[config.mk]
export PLATFORM = sky130hd
export DESIGN_NAME = disparity_engine_flat
export DESIGN_NICKNAME = d
export VERILOG_FILES = /design/src/rtl/disparity_pkg.sv /design/src/rtl/disparity_engine_if.sv /design/src/rtl/disparity_engine_sad_unit.sv /design/src/rtl/disparity_engine.sv /design/src/flat_wrapper.sv
export SDC_FILE = /design/constraint.sdc
export NUM_CORES = 2
export LEC_CHECK = 0
export CORE_ASPECT_RATIO = 1.4
export CORE_MARGIN = 5
export CORE_UTILIZATION = 55
export DETAILED_ROUTE_END_ITERATION = 12
export DONT_BUFFER_PORTS = 1
export PLACE_DENSITY = 0.8
export SETUP_SLACK_MARGIN = 0.2
export SYNTH_ARGS = -nofsm -noshare
export SYNTH_HDL_FRONTEND = slang
export SYNTH_HIERARCHICAL = 1
export SYNTH_SLANG_ARGS = --single-unit
export TNS_END_PERCENT = 10
[constraint.sdc]
create_clock -name clk -period 10.13 [get_ports clk]
set_input_delay 1.5195 -clock clk [delete_from_list [all_inputs] [get_ports clk]]
set_output_delay 1.5195 -clock clk [all_outputs]
set_load 0.03 [all_outputs]
[src/rtl/disparity_pkg.sv]
// Shared types and widths for the stereo disparity engine.
package disparity_pkg;
  localparam int COORD_W = 10;
  localparam int PIX_W   = 8;
  localparam int SAD_W   = 16;

  typedef enum logic [2:0] {
    ST_IDLE     = 3'b000,
    ST_READ     = 3'b001,
    ST_SEPARATE = 3'b010,
    ST_SAD      = 3'b011,
    ST_FINALIZE = 3'b100
  } state_t;
endpackage

[src/rtl/disparity_engine_if.sv]
// Frame-buffer fetch bus and disparity-map readout bus of the disparity engine.
// Fetch: engine drives {image_sel, buffer_vref, buffer_href}; image_data answers in the same
// cycle and a pixel transfers on a rising edge only while buffer_ready is high.
interface disparity_engine_if;
  import disparity_pkg::*;

  logic [PIX_W-1:0]   image_data;
  logic               buffer_ready;
  logic [COORD_W-1:0] buffer_href;
  logic [COORD_W-1:0] buffer_vref;
  logic               image_sel;
  logic [COORD_W-1:0] disp_href;
  logic [COORD_W-1:0] disp_vref;
  logic [PIX_W-1:0]   new_image;

  modport master (
    input  image_data, buffer_ready, disp_href, disp_vref,
    output buffer_href, buffer_vref, image_sel, new_image
  );

  modport slave (
    output image_data, buffer_ready, disp_href, disp_vref,
    input  buffer_href, buffer_vref, image_sel, new_image
  );
endinterface

[src/rtl/disparity_engine_sad_unit.sv]
// Absolute-difference accumulator with best-SAD / best-disparity tracking.
module disparity_engine_sad_unit
  import disparity_pkg::*;
(
  input  logic               clk,
  input  logic               rst,
  input  logic               clear,
  input  logic               accumulate,
  input  logic               commit,
  input  logic [PIX_W-1:0]   left_pix,
  input  logic [PIX_W-1:0]   right_pix,
  input  logic [COORD_W-1:0] d,
  output logic [COORD_W-1:0] best_d
);
  logic [SAD_W-1:0] acc;
  logic [SAD_W-1:0] sum_next;
  logic [SAD_W-1:0] best_sad;
  logic [PIX_W-1:0] abs_diff;

  always_comb begin
    abs_diff = (left_pix >= right_pix) ? (left_pix - right_pix) : (right_pix - left_pix);
    sum_next = acc + SAD_W'(abs_diff);
  end

  // commit sees the sum including the final pixel; d==0 always seeds the best
  always_ff @(posedge clk or posedge rst) begin
    if (rst) begin
      acc      <= '0;
      best_sad <= '0;
      best_d   <= '0;
    end else begin
      if (clear)
        acc <= '0;
      else if (accumulate)
        acc <= sum_next;
      if (commit && ((d == '0) || (sum_next < best_sad))) begin
        best_sad <= sum_next;
        best_d   <= d;
      end
    end
  end
endmodule

[src/rtl/disparity_engine.sv]
// Stereo block-matching engine: fetches left/right frames, emits a min-SAD disparity map.
// Optional macro DISPARITY_SCALE_EN stores best_d scaled to the full 8-bit range.
module disparity_engine
  import disparity_pkg::*;
#(
  parameter int WIDTH   = 20,
  parameter int HEIGHT  = 7,
  parameter int BLOCK   = 3,
  parameter int MAXDISP = 4
) (
  input  logic               clk,
  input  logic               reset,
  input  logic               enable,
  disparity_engine_if.master bus,
  output logic               idle,
  output logic [2:0]         state_LED,
  output logic [COORD_W-1:0] minr,
  output logic [COORD_W-1:0] maxr,
  output logic [COORD_W-1:0] t_minc,
  output logic [COORD_W-1:0] t_maxc,
  output logic [COORD_W-1:0] b_minc,
  output logic [COORD_W-1:0] b_maxc,
  output logic [COORD_W-1:0] mind,
  output logic [COORD_W-1:0] maxd,
  output logic [COORD_W-1:0] numBlocks,
  output logic [COORD_W-1:0] rcnt,
  output logic [COORD_W-1:0] ccnt,
  output logic [COORD_W-1:0] dcnt,
  output logic [COORD_W-1:0] cdcnt,
  output logic [COORD_W-1:0] rdcnt,
  output logic [COORD_W-1:0] scnt
);
  localparam int NPIX  = WIDTH * HEIGHT;
  localparam int BCOLS = WIDTH / BLOCK;
  localparam int BROWS = HEIGHT / BLOCK;
  localparam int NBLK  = BCOLS * BROWS;
  localparam int STEPS = BLOCK * BLOCK;
  localparam int AW    = $clog2(NPIX);
  localparam int MW    = $clog2(NBLK);

  state_t state, state_next;

  logic [PIX_W-1:0]   left_img  [NPIX];
  logic [PIX_W-1:0]   right_img [NPIX];
  logic [PIX_W-1:0]   map       [NBLK];

  logic [COORD_W-1:0] href, vref;
  logic               sel;
  logic [AW-1:0]      wr_idx, l_idx, r_idx;
  logic [MW-1:0]      map_idx, rd_idx;
  logic [COORD_W-1:0] sep_minr, sep_t_minc, best_d;
  logic [PIX_W-1:0]   map_wr_val;
  logic               last_pix, sep_invalid, last_step, last_block, rd_in_range;

  assign bus.buffer_href = href;
  assign bus.buffer_vref = vref;
  assign bus.image_sel   = sel;
  assign state_LED       = state;
  assign idle            = (state == ST_IDLE);
  assign mind            = '0;
  assign maxd            = COORD_W'(MAXDISP - 1);
  assign numBlocks       = COORD_W'(NBLK);

  always_comb begin
    wr_idx      = AW'(32'(vref) * WIDTH + 32'(href));
    l_idx       = AW'(32'(minr + rcnt) * WIDTH + 32'(t_minc + ccnt));
    r_idx       = AW'(32'(minr + rcnt) * WIDTH + 32'(b_minc + ccnt));
    map_idx     = MW'(32'(rdcnt) * BCOLS + 32'(cdcnt));
    rd_idx      = MW'(32'(bus.disp_vref) * BCOLS + 32'(bus.disp_href));
    rd_in_range = (bus.disp_vref < COORD_W'(BROWS)) && (bus.disp_href < COORD_W'(BCOLS));
    sep_minr    = COORD_W'(32'(rdcnt) * BLOCK);
    sep_t_minc  = COORD_W'(32'(cdcnt) * BLOCK);
    sep_invalid = (sep_t_minc < dcnt);
    last_pix    = !sel && (vref == COORD_W'(HEIGHT - 1)) && (href == COORD_W'(WIDTH - 1));
    last_step   = (scnt == COORD_W'(STEPS - 1));
    last_block  = (cdcnt == COORD_W'(BCOLS - 1)) && (rdcnt == COORD_W'(BROWS - 1));
  end

`ifdef DISPARITY_SCALE_EN
  assign map_wr_val = PIX_W'(32'(best_d) * (255 / (MAXDISP - 1)));
`else
  assign map_wr_val = PIX_W'(best_d);
`endif

  always_ff @(posedge clk or posedge reset) begin
    if (reset) state <= ST_IDLE;
    else       state <= state_next;
  end

  always_comb begin
    state_next = state;
    case (state)
      ST_IDLE:     if (enable && bus.buffer_ready) state_next = ST_READ;
      ST_READ:     if (bus.buffer_ready && last_pix) state_next = ST_SEPARATE;
      ST_SEPARATE: state_next = sep_invalid ? ST_FINALIZE : ST_SAD;
      ST_SAD:      if (last_step)
                     state_next = (dcnt < COORD_W'(MAXDISP - 1)) ? ST_SEPARATE : ST_FINALIZE;
      ST_FINALIZE: state_next = last_block ? ST_IDLE : ST_SEPARATE;
      default:     state_next = ST_IDLE;
    endcase
  end

  // frame storage is plain memory; contents are only meaningful after a full READ
  always_ff @(posedge clk) begin
    if (state == ST_READ && bus.buffer_ready) begin
      if (sel) left_img[wr_idx]  <= bus.image_data;
      else     right_img[wr_idx] <= bus.image_data;
    end
  end

  always_ff @(posedge clk or posedge reset) begin
    if (reset) begin
      href <= '0; vref <= '0; sel <= 1'b0;
      minr <= '0; maxr <= '0; t_minc <= '0; t_maxc <= '0; b_minc <= '0; b_maxc <= '0;
      rcnt <= '0; ccnt <= '0; dcnt <= '0; cdcnt <= '0; rdcnt <= '0; scnt <= '0;
      bus.new_image <= '0;
      for (int i = 0; i < NBLK; i++) map[i] <= '0;
    end else begin
      bus.new_image <= rd_in_range ? map[rd_idx] : '0;
      case (state)
        ST_IDLE: if (state_next == ST_READ) begin
          href <= '0; vref <= '0; sel <= 1'b1;
          cdcnt <= '0; rdcnt <= '0; dcnt <= '0;
        end
        ST_READ: if (bus.buffer_ready) begin
          if (href == COORD_W'(WIDTH - 1)) begin
            href <= '0;
            if (vref == COORD_W'(HEIGHT - 1)) begin
              vref <= '0;
              sel  <= 1'b0;
            end else begin
              vref <= vref + 1'b1;
            end
          end else begin
            href <= href + 1'b1;
          end
        end
        ST_SEPARATE: begin
          minr   <= sep_minr;
          maxr   <= sep_minr + COORD_W'(BLOCK - 1);
          t_minc <= sep_t_minc;
          t_maxc <= sep_t_minc + COORD_W'(BLOCK - 1);
          b_minc <= sep_t_minc - dcnt;
          b_maxc <= sep_t_minc - dcnt + COORD_W'(BLOCK - 1);
          rcnt <= '0; ccnt <= '0; scnt <= '0;
        end
        ST_SAD: begin
          scnt <= scnt + 1'b1;
          if (ccnt == COORD_W'(BLOCK - 1)) begin
            ccnt <= '0;
            rcnt <= rcnt + 1'b1;
          end else begin
            ccnt <= ccnt + 1'b1;
          end
          if (last_step && (dcnt < COORD_W'(MAXDISP - 1))) dcnt <= dcnt + 1'b1;
        end
        ST_FINALIZE: begin
          map[map_idx] <= map_wr_val;
          dcnt <= '0;
          if (cdcnt == COORD_W'(BCOLS - 1)) begin
            cdcnt <= '0;
            rdcnt <= last_block ? '0 : rdcnt + 1'b1;
          end else begin
            cdcnt <= cdcnt + 1'b1;
          end
        end
        default: ;
      endcase
    end
  end

  disparity_engine_sad_unit u_sad (
    .clk        (clk),
    .rst        (reset),
    .clear      (state == ST_SEPARATE),
    .accumulate (state == ST_SAD),
    .commit     ((state == ST_SAD) && last_step),
    .left_pix   (left_img[l_idx]),
    .right_pix  (right_img[r_idx]),
    .d          (dcnt),
    .best_d     (best_d)
  );
endmodule

[src/flat_wrapper.sv]
// flat-port wrapper written by rule: the top's interface ports become plain ports
module disparity_engine_flat import disparity_pkg::*;
#(
  parameter int WIDTH   = 20,
  parameter int HEIGHT  = 7,
  parameter int BLOCK   = 3,
  parameter int MAXDISP = 4
)
  (clk, reset, enable, idle, state_LED, minr, maxr, t_minc, t_maxc, b_minc, b_maxc, mind, maxd, numBlocks, rcnt, ccnt, dcnt, cdcnt, rdcnt, scnt, bus_image_data, bus_buffer_ready, bus_disp_href, bus_disp_vref, bus_buffer_href, bus_buffer_vref, bus_image_sel, bus_new_image);
  disparity_engine_if bus_i ();
  input  logic clk;
  input  logic reset;
  input  logic enable;
  output logic idle;
  output logic [2:0] state_LED;
  output logic [COORD_W-1:0] minr;
  output logic [COORD_W-1:0] maxr;
  output logic [COORD_W-1:0] t_minc;
  output logic [COORD_W-1:0] t_maxc;
  output logic [COORD_W-1:0] b_minc;
  output logic [COORD_W-1:0] b_maxc;
  output logic [COORD_W-1:0] mind;
  output logic [COORD_W-1:0] maxd;
  output logic [COORD_W-1:0] numBlocks;
  output logic [COORD_W-1:0] rcnt;
  output logic [COORD_W-1:0] ccnt;
  output logic [COORD_W-1:0] dcnt;
  output logic [COORD_W-1:0] cdcnt;
  output logic [COORD_W-1:0] rdcnt;
  output logic [COORD_W-1:0] scnt;
  input wire logic [$bits(bus_i.image_data)-1:0] bus_image_data;
  input wire logic [$bits(bus_i.buffer_ready)-1:0] bus_buffer_ready;
  input wire logic [$bits(bus_i.disp_href)-1:0] bus_disp_href;
  input wire logic [$bits(bus_i.disp_vref)-1:0] bus_disp_vref;
  output wire logic [$bits(bus_i.buffer_href)-1:0] bus_buffer_href;
  output wire logic [$bits(bus_i.buffer_vref)-1:0] bus_buffer_vref;
  output wire logic [$bits(bus_i.image_sel)-1:0] bus_image_sel;
  output wire logic [$bits(bus_i.new_image)-1:0] bus_new_image;
  assign bus_i.image_data = bus_image_data;
  assign bus_i.buffer_ready = bus_buffer_ready;
  assign bus_i.disp_href = bus_disp_href;
  assign bus_i.disp_vref = bus_disp_vref;
  assign bus_buffer_href = bus_i.buffer_href;
  assign bus_buffer_vref = bus_i.buffer_vref;
  assign bus_image_sel = bus_i.image_sel;
  assign bus_new_image = bus_i.new_image;
  disparity_engine #(.WIDTH(WIDTH), .HEIGHT(HEIGHT), .BLOCK(BLOCK), .MAXDISP(MAXDISP)) u_core (.clk(clk), .reset(reset), .enable(enable), .bus(bus_i), .idle(idle), .state_LED(state_LED), .minr(minr), .maxr(maxr), .t_minc(t_minc), .t_maxc(t_maxc), .b_minc(b_minc), .b_maxc(b_maxc), .mind(mind), .maxd(maxd), .numBlocks(numBlocks), .rcnt(rcnt), .ccnt(ccnt), .dcnt(dcnt), .cdcnt(cdcnt), .rdcnt(rdcnt), .scnt(scnt));
endmodule
# --- After elaboration in Yosys (flattened, before gate mapping) ---
# Memory sizes are Yosys's and may differ from the RTL's.
# Index checks and enable logic that the tools add are counted.
totals:
  ff_bits: 288
  latchBits: 0
  ramBits: 2240
  mem_bits_ro: 0
  output_inout_bits: 183
  memories: 2
memory_table:
  columns: ["name", "words", "word_bits", "rd", "rd_ports_with_merged_regs", "write_ports", "line", "source"]
  rows:
  - ["u_core.left_img", 140, 8, 1, 0, 1, "disparity_engine.sv:43", "logic [PIX_W-1:0] left_img [NPIX];"]
  - ["u_core.right_img", 140, 8, 1, 0, 1, "disparity_engine.sv:44", "logic [PIX_W-1:0] right_img [NPIX];"]
classes:
  addsub: 23
  mul: 6
  n_div: 0
  magnitude_cmp: 9
  eq_ne: 18
  shift: 0
  muxes: 48
  bitwise: 2
  reduce_logical: 26
op_table:
  columns: ["op", "count"]
  rows:
  - ["$pmux 10 s2", 7]
  - ["$mux 10", 12]
  - ["$bwmux 96", 1]
  - ["$add 10x1->10 const B", 8]
  - ["$add 8x8->8", 5]
  - ["$mux 8", 5]
  - ["$bmux 8 s4", 1]
  - ["$demux 8 s4", 1]
  - ["$mux 16", 2]
  - ["$add 10x2->10 const B", 3]
  - ["$pmux 10 s3", 1]
  - ["$eq 10x3->1 const B", 2]
  - ["$lt 10x2->1 const B", 2]
  - ["$mul 10x2->10 const B", 2]
  - ["$mul 10x2->3 const B", 2]
  - ["$add 16x8->16", 1]
  - ["$lt 16x16->1", 1]
  - ["$sub 8x8->8", 2]
  - ["$mux 3", 5]
  - ["$pmux 3 s5", 1]
  - ["$ne 2x1->1 const B", 6]
  - ["$add 10x10->11", 1]
  - ["$logic_and 1x1->1", 11]
  - ["$mul 11x3->6 const B", 1]
  - ["other kinds (30)", 49]

# --- Logic depth before layout (Yosys ltp) ---
# An unclocked memory read counts as a cell.
depth:
  depth_word: 10
  ltp_mapped: 46

# --- Modules after synthesis ---
# Netlist, hierarchy kept.
by_module_without_submodules:
  columns: ["mod", "n_inst", "cells_per_inst", "area_each_um2", "seq_area_each_um2"]
  rows:
  - ["disparity_engine", 1, 5539, 101393.5, 73395.4]
  - ["disparity_engine_sad_unit", 1, 365, 3380.7, 1051.0]

# --- Worst setup path after synthesis ---
# Ideal clock, no wire load.
synth_path:
  kind: "register -> register"
  startpoint: "reg u_core.rcnt[1]"
  endpoint: "reg u_core.u_sad.best_d[0]"
  setup_ps: 125
  arrival_ps: 9905
  slack_ps: 101
  stages_incl_launch_ff: 41
  path_buffers: 3
  synth_period_minus_slack_ps: 10029
  path_cell_list: "dfrtp_1 > ha_1 > a21o_1 > a21oi_1 > xnor2_1 > ha_1 > ha_1 > inv_1 > fa_1 > fa_1 > inv_1 > ha_1 > clkbuf_1 > and2_1 > o21ai_0 > o31ai_1 > a211oi_1 > a21oi_1 > [... 5 more ...] > nand3_1 > a311oi_2 > nor3_2 > mux2i_1 > xor2_1 > ha_1 > and2_1 > a221oi_1 > a21boi_0 > o311ai_1 > ha_1 > a21oi_1 > o21ai_0 > a21oi_1 > o311ai_1 > o21ai_1 > buf_2 > mux2_2"
synth_via:
  elab_chain_cells: 10
  word_cells_on_any_way: 14
synth_lines:
  columns: ["element", "line", "source"]
  rows:
  - ["start: declaration", "disparity_engine.sv:26", "output logic [COORD_W-1:0] rcnt,"]
  - ["start signal: assignment", "disparity_engine.sv:151", "rcnt <= rcnt + 1'b1;"]
  - ["$add 10x10->11 *", "disparity_engine.sv:66, disparity_engine.sv:67", null]
  - ["$mul 11x3->6 *", "disparity_engine.sv:66, disparity_engine.sv:67", null]
  - ["$add 8x8->8 (on tied branches)", "disparity_engine.sv:67, disparity_engine.sv:66", null]
  - ["$mem_v2 140x8 (on tied branches)", null, null]
  - ["$sub 8x8->8 / $ge 8x8->1 (equally long branches)", "disparity_engine_sad_unit.sv:21", "abs_diff = (left_pix >= right_pix) ? (left_pix - right_pix) : (right_pix - left_pix);"]
  - ["$mux 8 *", "disparity_engine_sad_unit.sv:21", null]
  - ["$add 16x8->16 *", "disparity_engine_sad_unit.sv:22", "sum_next = acc + SAD_W'(abs_diff);"]
  - ["via u_core.u_sad.sum_next[7]", "disparity_engine_sad_unit.sv:16", "logic [SAD_W-1:0] sum_next;"]
  - ["$lt 16x16->1 *", "disparity_engine_sad_unit.sv:36", "if (commit && ((d == '0) || (sum_next < best_sad))) begin"]
  - ["$logic_or 1x1->1 *", "disparity_engine_sad_unit.sv:36", null]
  - ["$logic_and 1x1->1 *", "disparity_engine_sad_unit.sv:36", null]
  - ["end signal: assignment", "disparity_engine_sad_unit.sv:30", "best_d <= '0;"]
  - ["end signal: assignment", "disparity_engine_sad_unit.sv:38", "best_d <= d;"]
  - ["end: declaration", "disparity_engine_sad_unit.sv:13", "output logic [COORD_W-1:0] best_d"]
# Mark *: on every way through the listed nets, which the timed path passes. The rest lies on a longest branch.
# A chain may end at the register's enable or synchronous reset.

# --- Final worst setup path ---
layout_path:
  startpoint: "reg u_core.rcnt[0]"
  endpoint: "reg u_core.u_sad.best_sad[2]"
layout_via:
  elab_chain_cells: 10
  word_cells_on_any_way: 14
layout_lines:
  columns: ["element", "line", "source"]
  rows:
  - ["$add 10x10->11 *", "disparity_engine.sv:66, disparity_engine.sv:67", null]
  - ["$mul 11x3->6 *", "disparity_engine.sv:66, disparity_engine.sv:67", null]
  - ["$add 8x8->8 (on tied branches)", "disparity_engine.sv:67, disparity_engine.sv:66", null]
  - ["$mem_v2 140x8 (on tied branches)", null, null]
  - ["$sub 8x8->8 / $ge 8x8->1 (equally long branches)", "disparity_engine_sad_unit.sv:21", null]
  - ["$mux 8 *", "disparity_engine_sad_unit.sv:21", null]
  - ["$add 16x8->16 *", "disparity_engine_sad_unit.sv:22", null]
  - ["via u_core.u_sad.sum_next[15]", "disparity_engine_sad_unit.sv:16", null]
  - ["$lt 16x16->1 *", "disparity_engine_sad_unit.sv:36", null]
  - ["$logic_or 1x1->1 *", "disparity_engine_sad_unit.sv:36", null]
  - ["$logic_and 1x1->1 *", "disparity_engine_sad_unit.sv:36", null]
  - ["end signal: assignment", "disparity_engine_sad_unit.sv:37", "best_sad <= sum_next;"]
  - ["end: declaration", "disparity_engine_sad_unit.sv:17", "logic [SAD_W-1:0] best_sad;"]
# Marked as above.

==> impl_metrics.tcl <==
set metrics [dict create \
    outcome "completed" \
    relSlewSlack 0.180 \
    postLayoutCellArea_um2 115000 \
    cp.arrival_ns 10.47 \
    startpoint_type "flop" \
    via_count 57100 \
    holdPathEnd "u_core/map[9]$_DFFE_PP0P_" \
    start_util 0.553 \
    ant_nets 0 \
    grt_use_met1 0.326 \
    wl_um 265000 \
    grt_pass1_wl_um 389000 \
    vdd_drop_max_v 0.000152 \
    path_max_fanout 8 \
    rows 189 \
    fin_worst_skew_ns 0.0449 \
    die_y_um 526 \
    globalRouteOverflowTotal 0 \
    r2r_end "u_core/u_sad/best_sad[2]$_DFFE_PP0P_" \
    slowest_stage "fa_1" \
    gp_congestion 0.961 \
    layout_min_cycle_time_ns 9.75 \
    slowest_delay_ns 0.59 \
    setup_tns_ns 0 \
    ys_warn_count 6 \
    drc 0 \
    wl_per_cell_um 30.5 \
    worstRegToRegCells 43 \
    setup_viol 0 \
    grtUsageMet2 0.436 \
    finalNetCount 6191 \
    dr.pass1.iters 6 \
    dieArea_um2 199000 \
    placed_area_um2 108000 \
    die_w_um 379 \
    antenna_found_initial 9 \
    end_kind "flop" \
    globalRouteMet3Util 0.0573 \
    layout-drive-gt1-share 0.217 \
    rsz0062_at_grt "no" \
    power_density_nw_per_um2 168 \
    hold_path_class "flop to flop" \
    synth_area_per_cell_um2 17.7 \
    leakage_nw 39.1 \
    holdPathStages 1 \
    power.total_mw 19.4 \
    grtUsageTotal 0.264 \
    portBuffers 0 \
    grt_pass1_vias 57800 \
    area_growth_syn_to_layout_pct 10.3 \
    io_pins 215 \
    coreArea_um2 189000 \
    worst_pin_slew_ns 1.23 \
    netlist_instances 5900 \
    hold_viol 0 \
    crit_type "flop to flop" \
    timing.max_cap.violations 0 \
    hp-start "u_core/map[9]$_DFFE_PP0P_" \
    fmax_mhz 103 \
    place_hpwl_um 158000 \
    post-route-period-util 0.963 \
    cts.reportedPaths.clkPinSlew_ns 0.07 \
    report.final.slew_viol_count 0 \
    place_inst 8259 \
    grt_busiest_layer "met2" \
    via_per_inst 6.59 \
    drt-initial-drc-count 6816 \
    cp.required_ns 10.85 \
    rr_startpoint "u_core/rcnt[0]$_DFFE_PP0P_" \
    grt_max_degree 281 \
    htree_num_levels 4 \
    ff2ff_setup_slack_ns 0.38 \
    root_buffer "clkbuf_16" \
    worstSkewPairLatency_ns 0.86 \
    cts.sinks 2525 \
    cts_buffer_depth 4 \
    synth_area_um2 105000 \
    hold_buffers 0 \
    final_cells 8665 \
    cts_tree "built" \
    numCtsBuffers 219 \
]
==> how the worst max path moves through the flow <==
stage	startpoint	endpoint	slack [ns]	depth (start not counted)
final	u_core/rcnt[0]$_DFFE_PP0P_	u_core/u_sad/best_sad[2]$_DFFE_PP0P_	0.38	43
after floorplan	u_core/rcnt[1]$_DFFE_PP0P_	u_core/u_sad/best_d[0]$_DFFE_PP0P_	0.20	40
after global placement	u_core/rcnt[0]$_DFFE_PP0P_	u_core/u_sad/best_d[2]$_DFFE_PP0P_	0.16	44
after CTS	u_core/rcnt[0]$_DFFE_PP0P_	u_core/u_sad/best_d[3]$_DFFE_PP0P_	0.21	41
after detailed placement	u_core/rcnt[0]$_DFFE_PP0P_	u_core/u_sad/best_d[0]$_DFFE_PP0P_	0.11	41
after global routing	u_core/rcnt[0]$_DFFE_PP0P_	u_core/u_sad/best_sad[2]$_DFFE_PP0P_	0.14	44
==> layer usage <==
layer  vias to the layer above  wire, µm  part of all wire
met1                     29500     88600              0.33
met2                      3451    132000              0.50
met5                         -        24          0.000091
met3                       745     26300              0.10
li1                      23400         -                 -
met4                         4     17900             0.068
==> state kept, by name, indices dropped and copies added, names as in the netlist, 10 cells and up <==
register / cells
u_core/minr: 10
u_core/dcnt: 10
u_core/b_minc: 10
u_core/t_minc: 10
u_core/map: 96
u_core/right_img: 1120
u_core/bus.buffer_href: 10
u_core/rdcnt: 10
u_core/cdcnt: 10
u_core/scnt: 10
u_core/left_img: 1120
u_core/rcnt: 10
u_core/ccnt: 10
u_core/u_sad/best_sad: 16
u_core/u_sad/acc: 16
u_core/bus.buffer_vref: 10
==> stage by stage <==
stage | utilization | worst slack [ns] | hold WS [ns]
floorplan | - | 0.203 | 0.458
global placement | 0.572 | 0.160 | 0.469
detailed placement | 0.572 | 0.112 | 0.479
CTS | 0.607 | 0.212 | 0.494
global route | 0.610 | 0.138 | 0.502
finish | 0.610 | 0.376 | 0.494
==> cell type report <==
| cell class | count | area, µm² |
|---|---|---|
| Fill cell | 12700 | 73900 |
| Multi-Input combinational cell | 2909 | 28800 |
| Sequential cell | 2525 | 74400 |
| Clock inverter | 120 | 915 |
| Antenna cell | 4 | 10.0 |
| Clock buffer | 270 | 5800 |
| Timing Repair Buffer | 201 | 1910 |
| Inverter | 153 | 582 |
| Tap cell | 2483 | 3110 |
==> critical path, delay by kind of cell (launching register included) <==
family / cells / cell delay [ns]
adders and majority gates: 10 / 3.31
AOI/OAI and AO/OA: 11 / 2.31
and+or+nand+nor: 8 / 1.36
buffers and inverters: 9 / 1.06
muxes: 2 / 0.64
DFF: 1 / 0.51
xor gates and xnor gates: 3 / 0.43
==> layout by cell type, fill, tap and decap left out, types with 23 or more instances in the layout <==
master / n
o21ai_0: 119
nand4_1: 54
inv_1: 147
xor2_1: 49
buf_4: 167
nor4_1: 27
xnor2_1: 55
nor2_1: 402
dfrtp_1: 284
mux2i_1: 118
and3_1: 27
clkinv_1: 53
edfxtp_1: 2240
nand3_1: 89
conb_1: 30
ha_1: 112
nor3_1: 37
buf_12: 30
nor2b_1: 23
clkinv_2: 38
mux4_2: 585
nand2_1: 430
clkbuf_16: 222
mux2_2: 124
clkbuf_1: 39
a22oi_1: 112
a21oi_1: 135
==> what timing repair did <==
| action | in CTS | in global routing |
|---|---|---|
| pin swaps | 1 | 47 |
| endpoints found under the setup margin | 23 | 24 |
| gates resized for setup | 5 | 78 |
| cloned | 0 | 1 |
| endpoints found under the hold margin | 0 | 0 |
| buffers inserted | 0 | 11 |
==> where the power goes <==
group | internal [mW] | switching, mW | total, mW
sequential | 11.3 | 0 | 11.3
clock | 4.36 | 3.67 | 8.03
combinational | 0.0143 | 0.0575 | 0.0717
total | 15.7 | 3.72 | 19.4
Power figures use the tool's default switching activity.
